File: config.mk
export PLATFORM = sky130hd
export DESIGN_NAME = tdc_readout
export DESIGN_NICKNAME = d
export VERILOG_FILES = /design/src/rtl/tdc_pkg.sv /design/src/rtl/tdc_readout_acc.sv /design/src/rtl/tdc_readout.sv
export SDC_FILE = /design/constraint.sdc
export NUM_CORES = 1
export LEC_CHECK = 0
export CAP_MARGIN = 20
export CORE_MARGIN = 1.5
export CORE_UTILIZATION = 35
export CTS_CLUSTER_DIAMETER = 30
export DETAILED_ROUTE_END_ITERATION = 6
export HOLD_SLACK_MARGIN = 0.15
export SYNTH_ARGS = -nofsm -noshare
export SYNTH_HDL_FRONTEND = slang
export SYNTH_HIERARCHICAL = 1
export SYNTH_SLANG_ARGS = --single-unit
File: constraint.sdc
create_clock -name clk -period 5.8 [get_ports clk]
set_clock_uncertainty 0.05 [all_clocks]
set_input_delay 0.87 -clock clk [delete_from_list [all_inputs] [get_ports clk]]
set_output_delay 0.87 -clock clk [all_outputs]
set_load 0.05 [all_outputs]
File: src/rtl/tdc_pkg.sv
// Shared types and helpers for the hsc TDC readout path.
// Provides the readout FSM state type, default line length and the hw clamp.
package tdc_pkg;

    localparam int unsigned TDC_N    = 64;
    localparam int unsigned TDC_HW_W = $clog2(TDC_N) + 1;

    typedef enum logic [1:0] {RO_IDLE, RO_ACCUM, RO_HOLD} ro_state_t;

    // Codes above the tap count are physically impossible and are saturated to n.
    function automatic int unsigned clamp_hw(input int unsigned hw, input int unsigned n);
        return (hw > n) ? n : hw;
    endfunction

endpackage

File: src/rtl/tdc_readout_acc.sv
// Window datapath for tdc_readout: clamp, running sum, sample counter and,
// when TDC_READOUT_MINMAX_EN is defined, running min/max of clamped samples.
module tdc_readout_acc
    import tdc_pkg::*;
#(
    parameter int unsigned N        = TDC_N,
    parameter int unsigned HW_W     = TDC_HW_W,
    parameter int unsigned LOG2_AVG = 4,
    parameter int unsigned ACC_W    = HW_W + LOG2_AVG
) (
    input  logic             clk,
    input  logic             rst_n,
    input  logic             clr,
    input  logic             add,
    input  logic [HW_W-1:0]  hw_in,
    output logic             over,
    output logic             last,
    output logic [ACC_W-1:0] sum_next
`ifdef TDC_READOUT_MINMAX_EN
    ,
    output logic [HW_W-1:0]  min_next,
    output logic [HW_W-1:0]  max_next
`endif
);

    logic [HW_W-1:0]     hw_c;
    logic [ACC_W-1:0]    acc_q;
    logic [LOG2_AVG-1:0] cnt_q;

    assign hw_c     = HW_W'(clamp_hw(32'(hw_in), N));
    assign over     = 32'(hw_in) > N;
    assign last     = &cnt_q;
    assign sum_next = acc_q + ACC_W'(hw_c);

    // cnt wraps to 0 on the final sample, so no explicit clear is needed there.
    always_ff @(posedge clk or negedge rst_n) begin
        if (!rst_n) begin
            acc_q <= '0;
            cnt_q <= '0;
        end else if (clr) begin
            acc_q <= '0;
            cnt_q <= '0;
        end else if (add) begin
            acc_q <= sum_next;
            cnt_q <= cnt_q + LOG2_AVG'(1);
        end
    end

`ifdef TDC_READOUT_MINMAX_EN
    logic [HW_W-1:0] min_q;
    logic [HW_W-1:0] max_q;

    assign min_next = (hw_c < min_q) ? hw_c : min_q;
    assign max_next = (hw_c > max_q) ? hw_c : max_q;

    always_ff @(posedge clk or negedge rst_n) begin
        if (!rst_n) begin
            min_q <= HW_W'(N);
            max_q <= '0;
        end else if (clr) begin
            min_q <= HW_W'(N);
            max_q <= '0;
        end else if (add) begin
            min_q <= min_next;
            max_q <= max_next;
        end
    end
`endif

endmodule

File: src/rtl/tdc_readout.sv
// Readout engine for the hsc TDC: averages 2^LOG2_AVG hw codes and hands off via valid/ready.
// Optional min/max outputs are enabled by defining TDC_READOUT_MINMAX_EN.
module tdc_readout
    import tdc_pkg::*;
#(
    parameter int unsigned N        = TDC_N,
    parameter int unsigned HW_W     = $clog2(N) + 1,
    parameter int unsigned LOG2_AVG = 4,
    parameter int unsigned ACC_W    = HW_W + LOG2_AVG
) (
    input  logic             clk,
    input  logic             rst_n,
    input  logic             ena,
    input  logic             start,
    input  logic             cont,
    input  logic [HW_W-1:0]  hw_in,
    input  logic             hw_valid,
    output logic             out_valid,
    input  logic             out_ready,
    output logic [ACC_W-1:0] out_sum,
    output logic [HW_W-1:0]  out_mean,
`ifdef TDC_READOUT_MINMAX_EN
    output logic [HW_W-1:0]  out_min,
    output logic [HW_W-1:0]  out_max,
`endif
    output logic             busy,
    output logic             overrun,
    output logic             clamped
);

    ro_state_t        state;
    logic             clr;
    logic             add;
    logic             over;
    logic             last;
    logic [ACC_W-1:0] sum_next;
`ifdef TDC_READOUT_MINMAX_EN
    logic [HW_W-1:0]  min_next;
    logic [HW_W-1:0]  max_next;
`endif

    // start beats hw_valid in ACCUM; HOLD re-arms only through the handshake.
    always_comb begin
        clr = 1'b0;
        add = 1'b0;
        if (ena) begin
            case (state)
                RO_IDLE:  clr = start;
                RO_ACCUM: begin
                    clr = start;
                    add = hw_valid & ~start;
                end
                RO_HOLD:  clr = out_ready & cont;
                default:  ;
            endcase
        end
    end

    tdc_readout_acc #(
        .N        (N),
        .HW_W     (HW_W),
        .LOG2_AVG (LOG2_AVG),
        .ACC_W    (ACC_W)
    ) u_acc (
        .clk      (clk),
        .rst_n    (rst_n),
        .clr      (clr),
        .add      (add),
        .hw_in    (hw_in),
        .over     (over),
        .last     (last),
`ifdef TDC_READOUT_MINMAX_EN
        .min_next (min_next),
        .max_next (max_next),
`endif
        .sum_next (sum_next)
    );

    always_ff @(posedge clk or negedge rst_n) begin
        if (!rst_n) begin
            state     <= RO_IDLE;
            out_valid <= 1'b0;
            out_sum   <= '0;
            out_mean  <= '0;
            overrun   <= 1'b0;
            clamped   <= 1'b0;
`ifdef TDC_READOUT_MINMAX_EN
            out_min   <= '0;
            out_max   <= '0;
`endif
        end else if (ena) begin
            case (state)
                RO_IDLE: begin
                    if (start) begin
                        state   <= RO_ACCUM;
                        overrun <= 1'b0;
                        clamped <= 1'b0;
                    end
                end
                RO_ACCUM: begin
                    if (add) begin
                        if (over) clamped <= 1'b1;
                        if (last) begin
                            out_sum   <= sum_next;
                            out_mean  <= sum_next[ACC_W-1:LOG2_AVG];
`ifdef TDC_READOUT_MINMAX_EN
                            out_min   <= min_next;
                            out_max   <= max_next;
`endif
                            out_valid <= 1'b1;
                            state     <= RO_HOLD;
                        end
                    end
                end
                RO_HOLD: begin
                    // A sample coinciding with a continuous re-arm is not an overrun.
                    if (hw_valid && !(out_ready && cont)) overrun <= 1'b1;
                    if (out_ready) begin
                        out_valid <= 1'b0;
                        state     <= cont ? RO_ACCUM : RO_IDLE;
                    end
                end
                default: state <= RO_IDLE;
            endcase
        end
    end

    assign busy = (state == RO_ACCUM);

endmodule
### After elaboration in Yosys (flattened, before gate mapping)

Index checks and enable logic that the tools add are counted.

* RAM bits: 0
* memory bits (read-only): 0
* logic and storage cells: 62
* bits of input ports: 14
* output and inout bits: 22
* memories kept: 0
* latch bits: 0
* bits in registers: 38

* multiply operators: 0
* reduce and logical (&&, ||, !) cells: 15
* $add $sub $neg: 2
* muxes and demuxes: 25
* eq/ne operators: 8
* shifts and indexed selects: 0
* order comparisons: 1
* divide/modulo/power cells: 0
* bitwise operators: 3

Operators by type and width (number)
* two-way mux 11 bit: 2
* AND reduction 5 bit: 3
* adder 11 x 7 -> 11 bit: 1
* two-way mux 1 bit: 11
* two-way mux 2 bit: 4
* two-way mux 4 bit: 2
* one-hot mux 1 bit (2 select lines): 4
* AND reduction 4 bit: 2
* nonzero test 2 bit: 4
* > comparator 7 bit, second input constant: 1
* two-way mux 7 bit: 1
* AND reduction 7 bit: 1
* inequality test 2 x 1 -> 1 bit, second input constant: 3
* inequality test 2 bit, second input constant: 3
* one-hot mux 2 bit (3 select lines): 1
* adder 4 x 1 -> 4 bit, second input constant: 1
* bitwise AND 1 bit: 2
* == test 2 x 1 -> 1 bit, second input constant: 1
* == test 2 bit, second input constant: 1
* logical AND 1 bit: 2
* logical NOT 2 bit: 1
* OR reduction 2 bit: 1
* logical NOT 1 bit: 1
* NOT 1 bit: 1

### Depth between registers and ports, before layout

* word-level depth: 6
* mapped depth: 9
* mapped depth without buffers: 8

### By module

Netlist, hierarchy kept.

Modules (own cells, without submodules)
* tdc_readout_acc: seq. area each 375.4 um^2, cells each 128, instances 1, area each 1192.4 um^2
* tdc_readout: seq. area each 400.4 um^2, cells each 62, instances 1, area each 817.0 um^2

### Worst setup path before layout

Ideal clock, no wire load.

* kind: input to register
* start point: in hw_in[0]
* end point: reg out_sum[10]
* required time: 5625 ps
* path buffers: 0
* setup time: 125 ps
* slack: 3026 ps
* stages: 8
* data arrival time: 2599 ps
* cells stage by stage: nor2b_1 > ha_1 > fa_1 > a211o_1 > a21oi_2 > nor4b_1 > xor2_1 > mux2_4

* longest elaborated chain between the ends: 3

RTL lines
* start: declaration: line tdc_readout.sv:16 `input logic [HW_W-1:0] hw_in,`
* > comparator 7 bit: line tdc_pkg.sv:12 `return (hw > n) ? n : hw;`
* two-way mux 7 bit (*): line tdc_pkg.sv:12
* adder 11 x 7 -> 11 bit (*): line tdc_readout_acc.sv:33 `assign sum_next = acc_q + ACC_W'(hw_c);`
* named net sum_next[10]: line tdc_readout.sv:36 `logic [ACC_W-1:0] sum_next;`
* end signal: assignment: line tdc_readout.sv:104 `out_sum <= sum_next;`
* end: declaration: line tdc_readout.sv:20 `output logic [ACC_W-1:0] out_sum,`

Mark *: on every way through the listed nets, which the timed path passes. The rest lies on a longest branch.
A chain may end at the register's enable or synchronous reset.

### Worst setup path in the final report

* start point: in hw_in[6]
* end point: reg out_sum[10]

Same word-level chain as after synthesis.

==> results.sh <==
export IMPL_n_antenna_cell=0
export IMPL_mostFrequentLayoutCells="clkdlybuf4s50_1 (35), dfrtp_1 (31), nor2_1 (14), nand2_1 (11), a21oi_1 (9)"
export IMPL_yosysUniqueCellTypes=53
export IMPL_routedWlPerCell_um=13.71
export IMPL_worstRegToRegCells=7
export IMPL_start_util=0.3649
export IMPL_crit_end="out_sum[10]$_DFFE_PN0P_"
export IMPL_syn_area_per_cell_um2=10.58
export IMPL_drive_above_1_share=0.1507
export IMPL_wirelength_mm=3.989
export IMPL_rows=27
export IMPL_cts_tree="done"
export IMPL_first_global_vias=1443
export IMPL_status="finished clean"
export IMPL_area_growth_pct=22.04
export IMPL_synth_seq_cells=31
export IMPL_cp_start_kind="input pin"
export IMPL_setup_viol=0
export IMPL_path_class="in -> reg"
export IMPL_htreeDepth=2
export IMPL_avgViaCountPerCell=5.134
export IMPL_portBuffers=35
export IMPL_grtUsageTotal=0.1451
export IMPL_final_common_cell="clkdlybuf4s50_1"
export IMPL_nets=242
export IMPL_worstPathRequired_ns=5.92
export IMPL_arrival_ns=3.38
export IMPL_antenna_found_initial=0
export IMPL_critPathLaunch="hw_in[6]"
export IMPL_clk_pin_slew_ns=0.06
export IMPL_cts_hold_buf=0
export IMPL_drv_slew=0
export IMPL_tightest_slew_ns=0.7178
export IMPL_die_h_um=78.77
export IMPL_rrSetupSlack_ns=3.46
export IMPL_r2r_end="out_sum[10]$_DFFE_PN0P_"
export IMPL_rr_startpoint="u_acc/acc_q[0]$_DFFE_PN0P_"
export IMPL_p_leak_nw=1.108
export IMPL_fmax_ghz=0.3069
export IMPL_clkLatencyLatePin_ns=0.28
export IMPL_num_vias=1494
export IMPL_place_ws_ns=2.257
export IMPL_maxSlewHeadroom=0.5215
export IMPL_cts_max_path_buffers=2
export IMPL_place_hpwl_mm=2.925
export IMPL_yosys_warnings=6
export IMPL_min_period_over_period=0.5617
export IMPL_ys_seq_area_frac=0.3861
export IMPL_cts_root_buffer="clkbuf_8"
export IMPL_cts_setup_buffers=0
export IMPL_dr_pass1_iters=4
export IMPL_cts_buffers=5
export IMPL_overflow=0
export IMPL_ios=36
export IMPL_power_density_nw_per_um2=198.1
export IMPL_route_detailed_drc=0
export IMPL_drv_cap=0
export IMPL_dieArea_um2=6205
export IMPL_postCtsResizedCells=0
export IMPL_worstPathMaxFanout=8
export IMPL_coreArea_um2=5507
export IMPL_hold_violations=0
export IMPL_irDropWorstVdd_mv=0.08179
export IMPL_globalplace_congestion=0.7810
export IMPL_cp_end_kind="flop"
export IMPL_final_setup_tns_ns=0
export IMPL_netlist_instances=190
export IMPL_drtIter0Drc=79
export IMPL_grt_pass1_wl_mm=7.031
export IMPL_grt_max_degree=32
export IMPL_ant_nets=0
export IMPL_clock_sinks=31
export IMPL_rsz0062_at_grt="no"
export IMPL_synth_fp_nets=213
export IMPL_finalCriticalPeriod_ns=3.258
export IMPL_fp_dieW_um=78.77
export IMPL_worst_slack_ns=2.542
export IMPL_netlist_area_um2=2009
export IMPL_hold_class="reg -> reg"
-- synth_stat cells, drive strengths merged --
| cell type | instances | area (µm²) |
|---|---|---|
| nor4b | 2 | 17.52 |
| a32oi | 1 | 8.760 |
| nor3b | 2 | 15.01 |
| o311ai | 1 | 8.760 |
| nor2b | 6 | 37.54 |
| a211o | 4 | 35.03 |
| o41ai | 1 | 8.760 |
| o21ai | 2 | 10.01 |
| nand2 | 11 | 41.29 |
| mux2i | 4 | 40.04 |
| or3 | 1 | 6.260 |
| a2111oi | 3 | 45.05 |
| xnor2 | 3 | 26.28 |
| a21oi | 11 | 62.56 |
| o21a | 2 | 15.01 |
| xor2 | 7 | 61.31 |
| ha | 8 | 100.1 |
| fa | 1 | 20.02 |
| nand3b | 4 | 42.54 |
| or2 | 2 | 12.52 |
| and3b | 1 | 8.760 |
| nor4 | 1 | 6.260 |
| a22o | 1 | 10.01 |
| and3 | 1 | 6.260 |
| mux2 | 11 | 153.9 |
| nor3 | 2 | 10.01 |
| o31a | 1 | 8.760 |
| or4 | 4 | 30.03 |
| o32a | 1 | 10.01 |
| nand3 | 3 | 15.01 |
| buf | 11 | 90.09 |
| a31oi | 3 | 25.02 |
| a21o | 7 | 61.31 |
| o22ai | 1 | 6.260 |
| clkbuf | 4 | 15.01 |
| o31ai | 3 | 22.52 |
| nor2 | 15 | 63.81 |
| and2 | 3 | 18.77 |
| inv | 4 | 15.01 |
| nand4 | 4 | 25.02 |
| dfrtp | 31 | 775.7 |
| and2b | 2 | 17.52 |
-- worst min-delay path by stage --
stage / depth (start not counted) / slack [ns] / to / from
finish: 1 / 0.46 / out_sum[1]$_DFFE_PN0P_ / out_sum[1]$_DFFE_PN0P_
global route: 1 / 0.48 / out_sum[1]$_DFFE_PN0P_ / out_sum[1]$_DFFE_PN0P_
CTS: 2 / 0.46 / clamped$_DFFE_PN0P_ / clamped$_DFFE_PN0P_
global placement: 1 / 0.44 / out_sum[0]$_DFFE_PN0P_ / out_sum[0]$_DFFE_PN0P_
detailed placement: 2 / 0.45 / clamped$_DFFE_PN0P_ / clamped$_DFFE_PN0P_
floorplan: 2 / 0.43 / u_acc/acc_q[6]$_DFFE_PN0P_ / u_acc/acc_q[6]$_DFFE_PN0P_
-- routing by layer --
layer  GRT usage  wire length, µm
met1      0.2060             2096
met2      0.2078             1683
met3     0.03563              148
met4     0.06250               60
met5           0                0
-- critical path: stages --
cell and delay [ns]:
clkdlybuf4s50_1 0.62, nor2b_1 0.10, ha_1 0.23, fa_1 0.43
a211o_1 0.33, a21oi_2 0.27, nor4b_1 0.11, xor2_1 0.15
mux2_4 0.26
-- metrics by stage --
| step | hold slack [ns] | cells | total power [W] | area (µm²) | utilization |
|---|---|---|---|---|---|
| 2_1_floorplan | 0.4290 | 190 | 0.0002874 | 2009 | - |
| 3_3_place_gp | 0.4444 | 284 | 0.0003173 | 2365 | 0.4294 |
| 3_5_place_dp | 0.4480 | 284 | 0.0003182 | 2365 | 0.4294 |
| 4_1_cts | 0.4629 | 291 | 0.0004926 | 2452 | 0.4454 |
| 5_1_grt | 0.4847 | 291 | 0.0005135 | 2452 | 0.4454 |
| 6_report | 0.4593 | 291 | 0.0004858 | 2452 | 0.4454 |
-- cell families after synthesis --
logic type	Yosys count	synth area share
AND/OR/NAND/NOR	64	0.1862
AO/OA/AOI/OAI	42	0.1681
flip-flops	31	0.3861
buffers and inverters	19	0.05977
multiplexers	15	0.09652
XOR/XNOR	10	0.04359
adder cells (fa/ha/maj)	9	0.05978
-- area by class of cell --
cell class / count / area [µm²]
clock buffers: 6 / 82.58
well taps: 72 / 90.09
clock inverters: 1 / 5.005
fillers: 527 / 3054
flip-flops and latches: 31 / 775.7
multi-input cells: 140 / 1119
inverters: 4 / 15.01
repair buffers: 37 / 365.4
-- power breakdown --
group | switching (W) | total [W] | leakage (nW) | internal [W]
Sequential | 0.00000516 | 0.000228 | 0.420 | 0.000223
Clock | 0.0000788 | 0.000172 | 0.0470 | 0.0000929
Combinational | 0.0000497 | 0.0000859 | 0.642 | 0.0000363
-- flip-flops by register name, summed over array words and instances (netlist names) --
name and count:
out_sum 11, u_acc/acc_q 11, u_acc/cnt_q 4, state 2, clamped 1, out_valid 1
overrun 1
No activity file was read; power rests on OpenSTA's default activity.
